File: config.mk
export PLATFORM = sky130hd
export DESIGN_NAME = axi_rd_burst_master
export DESIGN_NICKNAME = d
export VERILOG_FILES = /design/src/rtl/axi_rd_burst_master.sv
export SDC_FILE = /design/constraint.sdc
export NUM_CORES = 1
export LEC_CHECK = 0
export ABC_CLOCK_PERIOD_IN_PS = 3500
export BUFFER_PORTS_ARGS = -buffer_cell sky130_fd_sc_hd__buf_2
export CAP_MARGIN = 30
export CORE_UTILIZATION = 44
export DETAILED_ROUTE_END_ITERATION = 7
export PLACE_DENSITY = 0.74
export SYNTH_ARGS = -nofsm -noshare
export SYNTH_HDL_FRONTEND = slang
export SYNTH_SLANG_ARGS = --single-unit
File: constraint.sdc
create_clock -name clock -period 3.5 [get_ports clock]
set_input_delay 0.175 -clock clock [delete_from_list [all_inputs] [get_ports clock]]
set_output_delay 0.175 -clock clock [all_outputs]
set_load 0.05 [all_outputs]
File: src/rtl/axi_rd_burst_master.sv
// AXI4 read burst engine: one AR transaction per request, returned beats streamed into
// the line FIFO, plus the frame address pointer and remaining-word count behind tail_status/tail_len.
module axi_rd_burst_master #(
    parameter int               ASIZE     = 32,
    parameter int               DSIZE     = 64,
    parameter int               LSIZE     = 9,
    parameter int               BURST_LEN = 100,
    parameter int               FRAME_LEN = 250,
    parameter logic [ASIZE-1:0] BASE_ADDR = '0,
    parameter int               CNT_W     = 24
) (
    input  logic             clock,
    input  logic             rst,
    input  logic             fsync,
    input  logic             burst_req,
    input  logic             tail_req,
    input  logic [LSIZE-1:0] req_len,
    output logic             resp,
    output logic             done,
    output logic             tail_status,
    output logic [LSIZE-1:0] tail_len,
    output logic [ASIZE-1:0] araddr,
    output logic [7:0]       arlen,
    output logic [2:0]       arsize,
    output logic [1:0]       arburst,
    output logic             arvalid,
    input  logic             arready,
    input  logic [DSIZE-1:0] rdata,
    input  logic [1:0]       rresp,
    input  logic             rlast,
    input  logic             rvalid,
    output logic             rready,
    output logic             fifo_wr_en,
    output logic [DSIZE-1:0] fifo_wr_data,
    output logic             err
);

    localparam logic [1:0] ST_IDLE   = 2'd0;
    localparam logic [1:0] ST_AR     = 2'd1;
    localparam logic [1:0] ST_RDATA  = 2'd2;
    localparam logic [1:0] ST_FINISH = 2'd3;

    localparam int               BYTE_SHIFT = $clog2(DSIZE / 8);
    localparam logic [CNT_W-1:0] FRAME_INIT = CNT_W'(FRAME_LEN);
    localparam logic [CNT_W-1:0] BURST_LIM  = CNT_W'(BURST_LEN);

    logic [1:0]       r_state;
    logic [LSIZE-1:0] r_len;
    logic [LSIZE-1:0] r_beat_cnt;
    logic             r_flush;
    logic [ASIZE-1:0] r_addr;
    logic [CNT_W-1:0] r_remaining;
    logic             r_arvalid;
    logic [ASIZE-1:0] r_araddr;
    logic [7:0]       r_arlen;
    logic             r_rready;
    logic             r_resp;
    logic             r_done;
    logic             r_fifo_wr_en;
    logic [DSIZE-1:0] r_fifo_wr_data;
    logic             r_err;
    logic             r_tail_status;
    logic [LSIZE-1:0] r_tail_len;

    logic             w_flush_now;
    logic             w_beat_acc;
    logic             w_last_beat;
    logic             w_req;
    logic [CNT_W-1:0] w_len_ext;
    logic [ASIZE-1:0] w_len_bytes;
    logic [ASIZE-1:0] w_addr_nxt;
    logic [CNT_W-1:0] w_rem_nxt;

    // Per-cycle decode shared by the FSM and the pointer logic
    always_comb begin
        w_flush_now = r_flush | fsync;
        w_beat_acc  = r_rready & rvalid;
        w_last_beat = (r_beat_cnt == (r_len - LSIZE'(1)));
        w_req       = burst_req | tail_req;
        w_len_ext   = CNT_W'(r_len);
        w_len_bytes = ASIZE'(r_len) << BYTE_SHIFT;
    end

    // Next frame pointer / remaining count: reload on fsync, advance after each burst
    always_comb begin
        w_addr_nxt = r_addr;
        w_rem_nxt  = r_remaining;
        if (r_state == ST_IDLE) begin
            if (fsync) begin
                w_addr_nxt = BASE_ADDR;
                w_rem_nxt  = FRAME_INIT;
            end else begin
                w_addr_nxt = r_addr;
                w_rem_nxt  = r_remaining;
            end
        end else if (r_state == ST_FINISH) begin
            if (w_flush_now) begin
                w_addr_nxt = BASE_ADDR;
                w_rem_nxt  = FRAME_INIT;
            end else if (r_remaining >= w_len_ext) begin
                w_addr_nxt = r_addr + w_len_bytes;
                w_rem_nxt  = r_remaining - w_len_ext;
            end else begin
                w_addr_nxt = r_addr + w_len_bytes;
                w_rem_nxt  = '0;
            end
        end else begin
            w_addr_nxt = r_addr;
            w_rem_nxt  = r_remaining;
        end
    end

    // Pointer registers; tail outputs track the value remaining is about to take
    always_ff @(posedge clock) begin
        if (rst) begin
            r_addr        <= BASE_ADDR;
            r_remaining   <= FRAME_INIT;
            r_tail_status <= (FRAME_INIT <= BURST_LIM);
            r_tail_len    <= FRAME_INIT[LSIZE-1:0];
        end else begin
            r_addr        <= w_addr_nxt;
            r_remaining   <= w_rem_nxt;
            r_tail_status <= (w_rem_nxt <= BURST_LIM);
            r_tail_len    <= w_rem_nxt[LSIZE-1:0];
        end
    end

    // Burst FSM with AR/R channel handling and FIFO write pipeline
    always_ff @(posedge clock) begin
        if (rst) begin
            r_state        <= ST_IDLE;
            r_len          <= '0;
            r_beat_cnt     <= '0;
            r_flush        <= 1'b0;
            r_arvalid      <= 1'b0;
            r_araddr       <= BASE_ADDR;
            r_arlen        <= 8'd0;
            r_rready       <= 1'b0;
            r_resp         <= 1'b0;
            r_done         <= 1'b0;
            r_fifo_wr_en   <= 1'b0;
            r_fifo_wr_data <= '0;
            r_err          <= 1'b0;
        end else begin
            r_resp       <= 1'b0;
            r_done       <= 1'b0;
            r_fifo_wr_en <= 1'b0;
            if (w_beat_acc) begin
                r_fifo_wr_data <= rdata;
            end
            case (r_state)
                ST_IDLE: begin
                    r_flush <= 1'b0;
                    if (w_req) begin
                        r_len      <= req_len;
                        r_beat_cnt <= '0;
                        if (req_len == LSIZE'(0)) begin
                            r_state <= ST_FINISH;
                            r_resp  <= 1'b1;
                            r_done  <= 1'b1;
                        end else begin
                            r_state   <= ST_AR;
                            r_arvalid <= 1'b1;
                            r_araddr  <= w_addr_nxt;
                            r_arlen   <= 8'(req_len - LSIZE'(1));
                        end
                    end
                end
                ST_AR: begin
                    r_flush <= w_flush_now;
                    if (arready) begin
                        r_arvalid <= 1'b0;
                        r_rready  <= 1'b1;
                        r_resp    <= ~w_flush_now;
                        r_state   <= ST_RDATA;
                    end
                end
                ST_RDATA: begin
                    r_flush <= w_flush_now;
                    if (w_beat_acc) begin
                        // a flushed beat is still consumed from the bus but never stored
                        r_fifo_wr_en <= ~w_flush_now;
                        r_beat_cnt   <= r_beat_cnt + LSIZE'(1);
                        if ((rresp != 2'b00) || (rlast != w_last_beat)) begin
                            r_err <= 1'b1;
                        end
                        if (w_last_beat) begin
                            r_rready <= 1'b0;
                            r_done   <= ~w_flush_now;
                            r_state  <= ST_FINISH;
                        end
                    end
                end
                ST_FINISH: begin
                    r_flush <= 1'b0;
                    r_state <= ST_IDLE;
                end
                default: begin
                    r_state <= ST_IDLE;
                end
            endcase
        end
    end

    assign resp         = r_resp;
    assign done         = r_done;
    assign tail_status  = r_tail_status;
    assign tail_len     = r_tail_len;
    assign araddr       = r_araddr;
    assign arlen        = r_arlen;
    assign arsize       = 3'(BYTE_SHIFT);
    assign arburst      = 2'b01;
    assign arvalid      = r_arvalid;
    assign rready       = r_rready;
    assign fifo_wr_en   = r_fifo_wr_en;
    assign fifo_wr_data = r_fifo_wr_data;
    assign err          = r_err;

endmodule

==> reports/qor.txt, run 1 <==
Total grt overflow -> 0
Element type at the critical path start -> register
Max cap viols -> 0
FFs w/ async S/R, synth -> 0%
Vias/cell -> 5.455
Seq pwr share -> 38.4%
Unrepaired setup endpoints after global routing -> no
Worst hold slack -> 0.02516 ns
1st-iter DRT viols -> 574
Core outline area -> 19720 um2
Slew HR -> 40.94%
P_leak -> 0.004790 uW
Non-filler cells in the finished layout -> 1640
Synth warnings -> 0
Worst skew pair latency -> 0.44 ns
Post-Syn Area per Cell -> 7.953 um2
Sw frac -> 38.26%
R2R Path Start -> r_len[0]
CTS sink count -> 188
Final wirelength -> 26170 um
Starting Density -> 45.58%
Largest net degree at the start of global routing -> 75
Vias -> 8947
Fin. max-slew vios -> 0
Part of the power in the clock network -> 30.9%
Worst-path fanout max -> 14
FF-to-FF setup slack -> 0.27 ns
Drt first pass iters -> 5
Dpl ws -> 0.2268 ns
RD Place Congestion -> 0.8912
P_int -> 3801 uW
Endpoints failing hold -> 0
First-pass GRT wire length -> 42520 um
Setup violators final -> 0
TritonCTS clock tree -> done
DR DRC count -> 0
#FFs+latches synth -> 188
Clock Skews -> 0.01353 ns
TNS Setup -> 0 ns
HP Class -> input pin to register
Die area -> 21000 um2
Top_reg_cell synth -> dfxtp_1
N_diodes -> 0
I/O pins -> 208
Min-delay src -> req_len[6]
Hold endpoint -> r_len[6]
Util after Layout -> 57.73%
Cell depth of the worst flop-to-flop path -> 11
Clock tree buffer depth -> 2
Final period util -> 92.38%
Slew @ Worst Pin -> 0.8842 ns
Hpwl dp -> 17790 um
Post-Synthesis Cells -> 1130
Critical Path Source -> r_len[0]
DIE WIDTH -> 144.9 um
Tmin final -> 3.233 ns
Pwr dens -> 540.9 nW/um2
Antenna violations before repair -> 1
Yosys cell types -> 81
# rows -> 51
Crit path kind -> register to register
Hold depth -> 3
WL/cell -> 15.96 um
P&R area growth vs syn -> 26.65%
CTS buffer count -> 17
Total track usage -> 24.77%
Post-CTS Repair Setup Buffers -> 0
Root Buffer -> clkbuf_16
DIE HEIGHT -> 144.9 um
Peak VDD IR -> 0.3809 mV
Sequential-to-total area share from yosys stat -> 41.88%
Area of the mapped netlist -> 8987 um2
Data required, critical path -> 3.86 ns
Number of synthesized flops with an enable pin -> 0
Vias in the first global route -> 8570
# placed instances -> 1544
Status -> complete, no violations
Switch Pwr -> 2355 uW
CP Data Arrival Time -> 3.60 ns
Proportion of layout cells with a drive suffix above 1 -> 21.24%
Reg2reg end -> tail_status
Logic pwr share -> 30.7%
Antenna-violating nets left -> 0
Clock Pin Slew Worst Setup and Hold Paths -> 0.07 ns
PnR worst setup slack -> 0.2667 ns
Layout Nets -> 1473
F_max -> 309.3 MHz
CP Capture Type -> register
Port bufs -> 202
CTS H-tree depth -> 4
==> metrics by stage <==
| stage | cell area (um2) | total power (uW) |
|---|---|---|
| after floorplan | 8999 | 3764 |
| after CTS | 11380 | 6170 |
| after detailed placement | 10150 | 4226 |
| after global placement | 10150 | 4205 |
| final | 11380 | 6156 |
| after global routing | 11380 | 6455 |
==> cell usage in the layout (no fill, tap or decap), types with 5 or more instances in the layout <==
| cell | count |
|---|---|
| xnor2_1 | 18 |
| nor4_1 | 10 |
| nand2_1 | 208 |
| dfxtp_1 | 188 |
| inv_8 | 6 |
| and2_1 | 10 |
| a211oi_1 | 27 |
| o21ai_0 | 36 |
| a311oi_1 | 5 |
| nand2b_1 | 6 |
| buf_2 | 201 |
| or2_2 | 5 |
| nand3_1 | 30 |
| nor3_1 | 22 |
| or3_1 | 8 |
| dlygate4sd3_1 | 65 |
| buf_4 | 26 |
| conb_1 | 5 |
| ha_1 | 25 |
| a21oi_1 | 142 |
| nor2_1 | 113 |
| and3_1 | 12 |
| inv_1 | 27 |
| nand4_1 | 9 |
| clkbuf_16 | 17 |
| a31oi_1 | 12 |
| a22oi_1 | 17 |
| xor2_1 | 17 |
| a21o_1 | 12 |
==> cells by family (layout without fill, tap and decap cells) <==
kind of cell,count (synthesis),after routing,synth area share (%)
muxes,2,2,0.2367
DFF,188,188,41.88
xor gates and xnor gates,35,35,3.411
and+or+nand+nor,471,471,24.35
other,2,5,0.08356
buffers and inverters,108,350,5.485
adders and majority gates,27,27,3.926
AOI/OAI and AO/OA,297,297,20.63
==> worst max-delay path: stages, from the launching register on <==
cell     delay, ns
dfxtp_1       0.49
ha_1          0.24
fa_1          0.21
nor2b_1       0.07
o31ai_2       0.25
a31oi_2       0.28
o31ai_4       0.53
a21oi_1       0.08
o21ai_0       0.26
nand4_1       0.14
or4_4         0.52
nor3_2        0.11
==> routing by layer <==
metal  wire length (um)  global-route usage (%)
met1              11190                   30.84
met2              12270                   40.34
met5                 13                       0
met3               2144                   7.642
met4                554                   8.457
==> synthesized netlist by cell type, types with 17 or more instances <==
cell | number | area (um2)
nand2_1 | 209 | 784.5
dfxtp_1 | 188 | 3764
a21oi_1 | 142 | 710.7
nor2_1 | 114 | 427.9
clkbuf_1 | 61 | 229.0
o21ai_0 | 36 | 180.2
nand3_1 | 30 | 150.1
a211oi_1 | 27 | 202.7
inv_1 | 27 | 101.4
ha_1 | 25 | 312.8
nor3_1 | 22 | 110.1
xnor2_1 | 18 | 157.7
a22oi_1 | 17 | 127.6
xor2_1 | 17 | 148.9
==> area by class of cell <==
type | instances | area, um2
sequential | 188 | 3764
tap | 265 | 331.6
inverter | 27 | 101.3
multi-input combinational | 837 | 4760
fill | 1756 | 8335
timing repair buffer | 292 | 1852
clock inverter | 14 | 148.9
clock buffer | 17 | 425.4
==> timing repair <==
action                     CTS  global route
resized for setup            0             1
hold endpoints to repair    65             0
setup endpoints to repair    0             1
hold buffers                65             0
==> registers in the layout, summed over array words and instances (netlist names), 2 cells and up <==
signal,cells
r_remaining,24
r_addr,32
fifo_wr_data,64
r_len,9
araddr,32
r_beat_cnt,9
arlen,8
r_state,2
==> power by group through the flow <==
| stage | clock, uW | sequential (uW) | combinational (uW) |
|---|---|---|---|
| 2_1_floorplan | 0 | 2800 | 965 |
| 3_3_place_gp | 0 | 2400 | 1800 |
| 3_5_place_dp | 0 | 2410 | 1810 |
| 4_1_cts | 1930 | 2360 | 1870 |
| 5_1_grt | 2010 | 2390 | 2050 |
| 6_report | 1900 | 2370 | 1890 |
==> worst max-delay path by stage <==
stage                  endpoint  cells past startpoint  slack [ns]
floorplan           tail_status                     11        0.61
global placement    tail_status                     11        0.38
detailed placement  tail_status                     11        0.23
CTS                 tail_status                     11        0.22
global route         r_addr[29]                     11       0.001
finish              tail_status                     11        0.27
Note: power is estimated with default switching activity, not from simulation.
==> inputs of run 2 (changes only) <==
==> config.mk (replaced) <==
export PLATFORM = sky130hd
export DESIGN_NAME = axi_rd_burst_master
export DESIGN_NICKNAME = d
export VERILOG_FILES = /design/src/rtl/axi_rd_burst_master.sv
export SDC_FILE = /design/constraint.sdc
export NUM_CORES = 1
export LEC_CHECK = 0
export ABC_CLOCK_PERIOD_IN_PS = 2930
export BUFFER_PORTS_ARGS = -buffer_cell sky130_fd_sc_hd__buf_2
export CAP_MARGIN = 30
export CELL_PAD_IN_SITES_DETAIL_PLACEMENT = 0
export CELL_PAD_IN_SITES_GLOBAL_PLACEMENT = 2
export CORE_UTILIZATION = 28
export DETAILED_ROUTE_END_ITERATION = 7
export PLACE_DENSITY = 0.83
export SYNTH_ARGS = -nofsm -noshare
export SYNTH_HDL_FRONTEND = slang
export SYNTH_SLANG_ARGS = --single-unit
==> constraint.sdc (replaced) <==
create_clock -name clock -period 2.93 [get_ports clock]
set_input_delay 0.1465 -clock clock [delete_from_list [all_inputs] [get_ports clock]]
set_output_delay 0.1465 -clock clock [all_outputs]
set_load 0.05 [all_outputs]
==> reports/qor.txt, run 2 (synthesis gave the netlist of run 1 again) <==
Status -> complete, no violations
Final period util -> 96.82% (+4.4 points)
Stages on worst setup path -> 9 (-2)
First-pass GRT wire length -> 46710 um (+9.9%)
Clock Skews -> 0.01640 ns (+0.002874 ns)
Max cap viols -> 0 (unchanged)
CTS sink count -> 188 (unchanged)
Worst-path fanout max -> 4 (-10)
N_diodes -> 0 (unchanged)
Antenna violations before repair -> 0 (-1)
# rows -> 65 (+27%)
1st-iter DRT viols -> 482 (-16%)
Critical-path cell list -> or4_4 > or3_4 > nand3b_4 > a211oi_4 > nand3b_1 > a31o_2 > nand4_1 > or4_4 > nor3_2
Layout Nets -> 1557 (+5.7%)
Vias in the first global route -> 8959 (+4.5%)
CTS buffer count -> 17 (unchanged)
WL/cell -> 15.55 um (-2.6%)
Hold endpoint -> r_len[5]
CP bufs+invs -> 0 (unchanged)
Pwr dens -> 629.9 nW/um2 (+16%)
Commonest non-fill, non-tap cell in the layout -> nand2_1
Clock tree buffer depth -> 2 (unchanged)
Crit path kind -> register to register
Slowest cell delay on critical path -> 0.52 ns (about the same)
DIE HEIGHT -> 181.2 um (+25%)
TritonCTS clock tree -> done
RD Place Congestion -> 0.8880 (-0.36%)
CP dominant cell by count -> or4_4
Largest net degree at the start of global routing -> 69 (-8.0%)
Setup violators final -> 0 (unchanged)
CP max-delay cell -> or4_4
Reg2reg end -> tail_status
Starting Density -> 28.48% (-17 points)
Vias -> 9013 (+0.74%)
Element type at the critical path start -> register
Min-delay src -> req_len[5]
Vias/cell -> 4.840 (-11%)
Die area -> 32820 um2 (+56%)
CP Data Arrival Time -> 3.21 ns (-0.39 ns)
Antenna-violating nets left -> 0 (unchanged)
CP Capture Type -> register
Peak VDD IR -> 0.3941 mV (+3.4%)
DIE WIDTH -> 181.2 um (+25%)
Max reg flops -> 64 (unchanged)
Hpwl dp -> 21010 um (+18%)
Core outline area -> 31560 um2 (+60%)
Worst skew pair latency -> 0.45 ns (about the same)
Commonest non-fill, non-tap cells in the layout -> 207 x nand2_1, 201 x buf_2, 183 x dfxtp_1
Slew @ Worst Pin -> 0.9852 ns (+0.1010 ns)
Cell depth of the worst flop-to-flop path -> 9 (-2)
Proportion of layout cells with a drive suffix above 1 -> 26.92% (+5.7 points)
Hold depth -> 3 (unchanged)
P&R area growth vs syn -> 37.88%
Unrepaired setup endpoints after global routing -> yes
Drt first pass iters -> 5 (unchanged)
Crit path max-delay family -> simple AND/OR/NAND/NOR gates
I/O pins -> 208 (unchanged)
Final wirelength -> 28950 um (+11%)
Total track usage -> 17.77% (-7.0 points)
Tmin final -> 2.837 ns (-0.3966 ns)
Endpoints failing hold -> 0 (unchanged)
CTS H-tree depth -> 4 (unchanged)
F_max -> 352.5 MHz (+14%)
Fin. max-slew vios -> 0 (unchanged)
Dpl cell area -> 10870 um2 (+7.1%)
Data required, critical path -> 3.30 ns (-0.56 ns)
Slew HR -> 34.17% (-6.8 points)
R2R Path Start -> r_remaining[15]
DR DRC count -> 0 (unchanged)
Port bufs -> 202 (unchanged)
Total grt overflow -> 0 (unchanged)
Root Buffer -> clkbuf_16
Clock Pin Slew Worst Setup and Hold Paths -> 0.07 ns (about the same)
HP Class -> input pin to register
TNS Setup -> 0 ns (unchanged)
Cell area after layout -> 12390 um2 (+8.9%)
FF-to-FF setup slack -> 0.09 ns (-0.17 ns)
P_leak -> 0.005242 uW (+9.4%)
-- run 2: cell types whose count changed in the layout (fill, tap and decap cells not counted), moves of 3 or more --
cell,previous run,this run
a21oi_1,142,139
a21oi_2,0,3
buf_4,26,101
buf_6,0,3
bufinv_16,0,3
dfxtp_1,188,183
dfxtp_2,0,5
dlygate4sd3_1,65,71
inv_8,6,1
o21ai_0,36,30
o21ai_1,1,5
-- run 2: how the worst max path moves through the flow --
stage | slack (ns) | start | endpoint
finish | 0.09 | r_remaining[15] | tail_status
global route | -0.09 | r_len[0] | r_state[1]
CTS | 0.009 | r_len[1] | araddr[26]
detailed placement | -0.07 | r_len[0] | r_addr[29]
global placement | -0.002 | r_len[0] | r_addr[29]
floorplan | 0.04 | r_len[2] | tail_status
-- run 2: final cells by class --
class                   count  area, um2
fillers                  3262      19160
repair buffers            376       2509
clock buffers              20      446.7
inverters                  27      101.3
flip-flops and latches    188       3770
well taps                 402      503.0
clock inverters            12      163.9
multi-input cells         837       4898
-- run 2: worst register-to-register path, stage by stage (launching register included) --
cell	delay, ns
dfxtp_1	0.36
or4_4	0.52
or3_4	0.42
nand3b_4	0.18
a211oi_4	0.22
nand3b_1	0.15
a31o_2	0.18
nand4_1	0.08
or4_4	0.52
nor3_2	0.15
-- run 2: where the power goes --
group          switching, uW  internal, uW  total [uW]
clock                   1070          1380        2450
combinational           1690           854        2540
sequential              89.5          2720        2810
total                   2850          4950        7810
-- run 2: metrics by stage --
stage                     total power [uW]  std cells  hold WS [ns]  setup slack (ns)  utilization (%)
final                                 7806       1862       0.02321           0.09330            39.27
after global routing                  8249       1862      0.007841          -0.09245            39.27
after global placement                5259       1754        0.3867         -0.001718            34.46
after floorplan                       4496       1133        0.2429           0.04267                -
after CTS                             7816       1858      0.003419          0.008825            38.69
after detailed placement              5263       1754        0.3929          -0.06577            34.46
-- run 2: layer usage --
metal | GRT usage (%) | part of all wire (%)
met1 | 22.97 | 47
met2 | 28.92 | 46
met3 | 5.160 | 6.2
met4 | 4.305 | 1.2
met5 | 0 | 0
-- run 2: repair_timing --
item	CTS	global route
endpoints found under the hold margin	69	1
pin swaps	1	15
gates resized for setup	2	39
hold buffers	70	1
buffers inserted	2	4
endpoints found under the setup margin	5	37
